### src/rtl/udp_tx_segmenter.sv
// Splits descriptor-framed messages into datagrams of at most MAX_SEG_BEATS beats,
// tagging every beat with the connection id and trimming byte enables on the final beat.
module udp_tx_segmenter #(
  parameter int unsigned DATA_WIDTH    = 512,
  parameter int unsigned KEEP_WIDTH    = DATA_WIDTH / 8,
  parameter int unsigned CONN_ID_WIDTH = 18,
  parameter int unsigned MAX_SEG_BEATS = 22
) (
  input  logic                     tx_axis_aclk,
  input  logic                     tx_axis_rst,
  input  logic                     s_desc_tvalid,
  output logic                     s_desc_tready,
  input  logic [CONN_ID_WIDTH-1:0] s_desc_conn_id,
  input  logic [15:0]              s_desc_len,
  input  logic                     s_data_tvalid,
  output logic                     s_data_tready,
  input  logic                     s_data_tlast,
  input  logic [DATA_WIDTH-1:0]    s_data_tdata,
  input  logic [KEEP_WIDTH-1:0]    s_data_tkeep,
  output logic                     m_axis_tvalid,
  input  logic                     m_axis_tready,
  output logic                     m_axis_tlast,
  output logic [543:0]             m_axis_tdata,
  output logic [67:0]              m_axis_tstrb,
  output logic                     err_len_mismatch
);

  localparam int unsigned PAY_W     = 512;
  localparam int unsigned PAY_BYTES = 64;
  localparam int unsigned CONN_W    = 18;
  localparam int unsigned OUT_W     = 544;
  localparam int unsigned STRB_W    = 68;
  localparam int unsigned LEN_W     = 16;
  localparam int unsigned SEG_W     = $clog2(MAX_SEG_BEATS + 1);

  typedef enum logic [1:0] {IDLE, STREAM, DRAIN} state_t;

  state_t                   state, state_next;
  logic [CONN_ID_WIDTH-1:0] conn_id_q;
  logic [LEN_W-1:0]         rem_bytes;
  logic [SEG_W-1:0]         seg_beat;

  logic                     desc_fire, beat_fire;
  logic                     final_c, last_c, err_c;
  logic [PAY_BYTES-1:0]     mask_c;
  logic [OUT_W-1:0]         tdata_c;
  logic [STRB_W-1:0]        tstrb_c;

  // Beat formatting: final beat keeps only the lowest rem_bytes byte enables.
  always_comb begin
    final_c = (rem_bytes <= LEN_W'(PAY_BYTES));
    last_c  = final_c || s_data_tlast || (seg_beat == SEG_W'(MAX_SEG_BEATS - 1));
    err_c   = (final_c != s_data_tlast);
    mask_c  = '0;
    for (int unsigned i = 0; i < PAY_BYTES; i++) begin
      mask_c[i] = (i < 32'(rem_bytes));
    end
    tdata_c                     = '0;
    tdata_c[PAY_W-1:0]          = PAY_W'(s_data_tdata);
    tdata_c[PAY_W +: CONN_W]    = CONN_W'(conn_id_q);
    tstrb_c                     = '0;
    tstrb_c[PAY_BYTES-1:0]      = final_c ? (PAY_BYTES'(s_data_tkeep) & mask_c)
                                          : PAY_BYTES'(s_data_tkeep);
  end

  // Next-state and handshake decode.
  always_comb begin
    state_next    = state;
    s_desc_tready = 1'b0;
    s_data_tready = 1'b0;
    desc_fire     = 1'b0;
    beat_fire     = 1'b0;
    if (!tx_axis_rst) begin
      case (state)
        IDLE: begin
          s_desc_tready = 1'b1;
          if (s_desc_tvalid) begin
            desc_fire = 1'b1;
            if (s_desc_len != '0) state_next = STREAM;
          end
        end
        STREAM: begin
          s_data_tready = !m_axis_tvalid || m_axis_tready;
          if (s_data_tvalid && s_data_tready) begin
            beat_fire = 1'b1;
            if (s_data_tlast)  state_next = IDLE;
            else if (final_c)  state_next = DRAIN;
          end
        end
        DRAIN: begin
          s_data_tready = 1'b1;
          if (s_data_tvalid && s_data_tlast) state_next = IDLE;
        end
        default: state_next = IDLE;
      endcase
    end
  end

  always_ff @(posedge tx_axis_aclk) begin
    if (tx_axis_rst) state <= IDLE;
    else             state <= state_next;
  end

  // Message counters and the single output register stage.
  always_ff @(posedge tx_axis_aclk) begin
    if (tx_axis_rst) begin
      conn_id_q        <= '0;
      rem_bytes        <= '0;
      seg_beat         <= '0;
      m_axis_tvalid    <= 1'b0;
      m_axis_tlast     <= 1'b0;
      m_axis_tdata     <= '0;
      m_axis_tstrb     <= '0;
      err_len_mismatch <= 1'b0;
    end else begin
      err_len_mismatch <= beat_fire && err_c;
      if (desc_fire) begin
        conn_id_q <= s_desc_conn_id;
        rem_bytes <= s_desc_len;
        seg_beat  <= '0;
      end
      if (beat_fire) begin
        rem_bytes     <= final_c ? '0 : rem_bytes - LEN_W'(PAY_BYTES);
        seg_beat      <= last_c ? '0 : seg_beat + SEG_W'(1);
        m_axis_tvalid <= 1'b1;
        m_axis_tlast  <= last_c;
        m_axis_tdata  <= tdata_c;
        m_axis_tstrb  <= tstrb_c;
      end else if (m_axis_tready) begin
        m_axis_tvalid <= 1'b0;
      end
    end
  end

endmodule

### config.mk
export PLATFORM = sky130hd
export DESIGN_NAME = udp_tx_segmenter
export DESIGN_NICKNAME = d
export VERILOG_FILES = /design/src/rtl/udp_tx_segmenter.sv
export SDC_FILE = /design/constraint.sdc
export NUM_CORES = 1
export LEC_CHECK = 0
export BUFFER_PORTS_ARGS = -buffer_cell sky130_fd_sc_hd__buf_2
export CORE_AREA = 2 2 474 476
export CTS_BUF_LIST = sky130_fd_sc_hd__clkbuf_16
export CTS_CLUSTER_SIZE = 14
export DETAILED_ROUTE_END_ITERATION = 10
export DIE_AREA = 0 0 476 478
export SLEW_MARGIN = 25
export SYNTH_ARGS = -nofsm -noshare
export SYNTH_HDL_FRONTEND = slang
export SYNTH_SLANG_ARGS = --single-unit
### constraint.sdc
create_clock -name tx_axis_aclk -period 3.6 [get_ports tx_axis_aclk]
set_clock_uncertainty 0.05 [all_clocks]
set_input_delay 0.54 -clock tx_axis_aclk [delete_from_list [all_inputs] [get_ports tx_axis_aclk]]
set_output_delay 0.54 -clock tx_axis_aclk [all_outputs]
set_load 0.005 [all_outputs]
# Word-level counts from Yosys, hierarchy flattened
# Index checks and enable logic that the tools add are counted.
[totals]
ff_bits = 638
latchBits = 0
ramBits = 0
mem_bits_ro = 0
in_bits = 616
out_inout_bits = 617
mem_count = 0
[classes]
n_addsub = 2
mul = 0
div_mod_pow = 0
order_cmp = 65
n_eq_ne = 9
shift = 0
muxes = 26
bitwise_logic = 1
n_reduce_logical = 12
[op_table]
columns = ["operator", "count"]
rows = [
  ["$lt A6 B16 Y1 const A", 32],
  ["$lt A5 B16 Y1 const A", 16],
  ["$lt A4 B16 Y1 const A", 8],
  ["$and A64 B64 Y64", 1],
  ["$lt A3 B16 Y1 const A", 4],
  ["$mux W64", 1],
  ["$mux W16", 3],
  ["$lt A1 B16 Y1 const A", 2],
  ["$lt A2 B16 Y1 const A", 2],
  ["$le A16 B7 Y1 const B", 1],
  ["$reduce_bool A16 Y1", 1],
  ["$sub A16 B7 Y16 const B", 1],
  ["$mux W5", 3],
  ["$mux W2", 6],
  ["$mux W1", 11],
  ["$ne A2 B2 Y1 const B", 4],
  ["$pmux W2 S3", 1],
  ["$add A5 B1 Y5 const B", 1],
  ["$eq A5 B5 Y1 const B", 1],
  ["$reduce_and A5 Y1", 1],
  ["$reduce_bool A2 Y1", 2],
  ["$logic_and A1 B1 Y1", 3],
  ["$logic_or A1 B1 Y1", 3],
  ["$ne A3 B3 Y1 const B", 1],
  ["other kinds (6)", 6],
]

# Longest topological paths before layout
[logic_depth]
depth_word = 7
depth_mapped = 10
mapped_depth_nobuf = 9

# Least setup slack after synthesis
# OpenSTA, ideal clock, no wires.
[synth_path]
path_kind = "reg2reg"
from = "register rem_bytes[11]"
to = "register seg_beat[4]"
setup_ps = 141
arrival_time_ps = 2536
required_ps = 3409
slack_ps = 873
path_stages_with_launch = 10
path_buffers = 2
period_less_slack_ps = 2727
cell_sequence = "dfxtp_1 -> or4_4 -> or3_1 -> or4_1 -> clkbuf_1 -> ha_1 -> and3_1 -> clkbuf_1 -> a41oi_1 -> a311oi_1"
[synth_via]
elab_chain_cells = 5
[synth_lines]
columns = ["element", "line_no", "rtl"]
rows = [
  ["start: declaration", "40", "logic [LEN_W-1:0] rem_bytes;"],
  ["start signal: assignment", "119", "rem_bytes <= s_desc_len;"],
  ["start signal: assignment", "123", "rem_bytes <= final_c ? '0 : rem_bytes - LEN_W'(PAY_BYTES);"],
  ["$le A16 B7 Y1", "51", "final_c = (rem_bytes <= LEN_W'(PAY_BYTES));"],
  ["$logic_or A1 B1 Y1 (2 in a row)", "52", "last_c = final_c || s_data_tlast || (seg_beat == SEG_W'(MAX_SEG_BEATS - 1));"],
  ["$mux W5", "124", "seg_beat <= last_c ? '0 : seg_beat + SEG_W'(1);"],
  ["$mux W5", "122", "if (beat_fire) begin"],
  ["end signal: assignment", "124", ""],
  ["end: declaration", "41", "logic [SEG_W-1:0] seg_beat;"],
]
# Every way passes these cells.
# A chain may end at the register's enable or synchronous reset.

# Worst setup path after layout
[layout_path]
from = "register rem_bytes[11]"
to = "register state[1]"
[layout_via]
elab_chain_cells = 3
[layout_lines]
columns = ["element", "line_no", "rtl"]
rows = [
  ["$le A16 B7 Y1", "51", ""],
  ["$ne A3 B3 Y1 (no line)", "n/a", ""],
  ["$reduce_and A5 Y1 (no line)", "n/a", ""],
  ["end signal: assignment", "101", "else state <= state_next;"],
  ["end: declaration", "38", "state_t state, state_next;"],
]
# Every way passes these cells.

==> metrics.yaml <==
floorplanning:
  start_util: 0.102
  rows: 174
  die_w_um: 476
  die_area_um2: 228000
  die_y_um: 478
  coreArea_um2: 223000
  io-pin-count: 1233
clock_network:
  clk_latency_ns: 0.72
  path_clk_slew_ns: 0.06
  clk_path_buf_depth: 3
  cts_sinks: 638
  cts.htree.levels: 3
  cts_setup_buffers: 0
  ctsResizeCount: 0
  cts_root_buf: "clkbuf_16"
  cts_tree: "built"
  cts_buffers: 85
  cts_hold_buf: 570
place:
  numPortBuffers: 1214
  gp_congestion: 0.890
  dpl_cell_area_um2: 32300
  dp_hpwl_um: 150000
routing:
  drcViolationCount: 0
  routedWlPerCell_um: 23.5
  ant_nets: 0
  vias: 27600
  routed_wl_um: 182000
  drt_iter0_markers: 1920
  dr.pass1.iters: 5
  vias_per_cell: 3.56
setup_path:
  cp-end-kind: "flip-flop"
  cp.arrival_ns: 3.51
  worstSetupPathType: "reg -> reg"
  rr_worst_depth: 8
  required_ns: 4.17
  rr_endpoint: "state[1]"
  r2r-start: "rem_bytes[11]"
  startpoint: "rem_bytes[11]"
  cp-start-kind: "flip-flop"
  crit_end: "state[1]"
  r2r_slack_ns: 0.66
  crit_fanout: 9
grt:
  grt_max_degree: 204
  grt_pass1_wl_um: 232000
  grt_pass1_vias: 26100
  grt_overflow: 0
  grt_use_total: 0.151
  antenna_found_initial: 247
pwr:
  power_leakage_nw: 17.1
  power-per-cell-area_nw_per_um2: 491
  irDropWorstVdd_mv: 0.319
yosys:
  avgSynthCellArea_um2: 7.97
  synth_edf_count: 0
  synth.yosys.seq_area_share: 0.562
  syn_area_um2: 22700
  ys_types: 53
  ys_warn_count: 0
  synthArstFlopShare: 0
  syn_inst: 2849
  synth_seq_cells: 638
  synth_top_flop_cell: "dfxtp_1"
timing:
  min_period_ns: 2.94
  period_share: 0.816
  finalHoldViolCount: 0
  maxSlewViolCount: 0
  setup_tns_ns: 0
  tightest_slew_ns: 1.10
  relSlewSlack: 0.266
  timing.hold.ws_ns: 0.0630
  setup_viol: 0
  rsz0062_at_grt: "false"
  fmax_ghz: 0.340
finish:
  syn_to_final_growth_pct: 81.2
  drive_gt1_frac: 0.304
  finalNetCount: 5176
  final_common_cell: "buf_2"
  n_fill_cell: 25100
  finish.instance_area_um2: 41200
  final_cell_mix: "buf_2 (1213), nand2_1 (1165), dfxtp_1 (638), dlygate4sd3_1 (570), a21oi_1 (568)"
run_status:
  status: "finished clean"
flow_run:
  drv_cap: 0
min_path:
  hp-class: "in -> reg"
-- power breakdown --
part           total (mW)  internal (mW)  switching [mW]  leakage (nW)
clock                8.78           5.09            3.69          1.45
sequential           7.78           7.52           0.259          5.18
combinational        3.65           1.49            2.17          10.5
total                20.2           14.1            6.12          17.1
-- synth_stat cells, types with 5 or more instances --
master	number	area [um2]
nor3_1	7	35.0
mux2i_1	5	50.1
clkbuf_1	208	781
ha_1	8	100
nand4b_1	7	61.3
a21oi_1	568	2840
inv_1	12	45.0
nand2b_1	6	37.5
nor2_1	24	90.1
nand3b_1	7	52.6
nor4_1	10	62.6
buf_1	6	22.5
nand3_1	11	55.1
nand2_1	1165	4370
o21ai_0	31	155
dfxtp_1	638	12800
buf_4	18	135
a32o_1	57	571
-- registers in the layout (all words and copies together), names as in the netlist --
signal            flops
state                 2
conn_id_q            18
m_axis_tlast          1
rem_bytes            16
m_axis_tvalid         1
m_axis_tdata        530
err_len_mismatch      1
m_axis_tstrb         64
seg_beat              5
-- per-layer routing --
metal  wire (um)  vias up  track usage
met5        1020        -            0
met4        8630      154       0.0616
met2       75400     1451        0.227
met1       72300    12600        0.176
li1            -    12900            -
met3       24200      414       0.0847
-- worst max-delay path, stage by stage (launching register included) --
cell	delay, ns
dfxtp_1	0.35
or4_4	0.59
or3_1	0.32
or4_1	0.63
ha_1	0.30
o21ai_0	0.15
nand2_1	0.11
a21oi_1	0.17
mux2i_1	0.20
-- cell families (layout without fill, tap and decap cells) --
kind of cell	Yosys count	in the layout	synth area share
compound gates	687	687	0.168
fa+ha+maj	8	8	0.00441
buf+inv	248	1999	0.0447
other cells	1	152	0.000165
xor+xnor	3	3	0.00116
mux	5	5	0.00220
flops	638	638	0.562
simple gates	1259	1259	0.218
-- cell type report --
| cell class | count | area, um2 | area share |
|---|---|---|---|
| sequential | 638 | 12800 | 0.310 |
| clock inverter | 66 | 649 | 0.0158 |
| inverter | 12 | 45.0 | 0.00109 |
| clock buffer | 86 | 2150 | 0.0523 |
| tap | 2992 | 3740 | 0.0910 |
| antenna | 134 | 335 | 0.00815 |
| multi-input combinational | 1980 | 9040 | 0.220 |
| timing repair buffer | 1835 | 12400 | 0.302 |
-- how the worst min path moves through the flow --
stage	startpoint	endpoint	slack, ns	depth (start not counted)
floorplan	conn_id_q[0]	m_axis_tdata[512]	0.38	2
global placement	m_axis_tdata[162]	m_axis_tdata[162]	0.39	2
detailed placement	m_axis_tstrb[42]	m_axis_tstrb[42]	0.39	2
CTS	s_data_tdata[60]	m_axis_tdata[60]	0.0003	3
global route	s_data_tdata[380]	m_axis_tdata[380]	0.02	3
finish	s_data_tdata[60]	m_axis_tdata[60]	0.06	3
-- stage by stage --
stage	power, mW	std cells	utilization	setup WS [ns]
floorplan	9.27	2866	-	0.873
global placement	11.0	6887	0.145	0.656
detailed placement	11.0	6887	0.145	0.677
CTS	20.6	7609	0.183	0.495
global route	21.1	7672	0.184	0.435
finish	20.2	7743	0.184	0.662
Power figures use the tool's default switching activity.
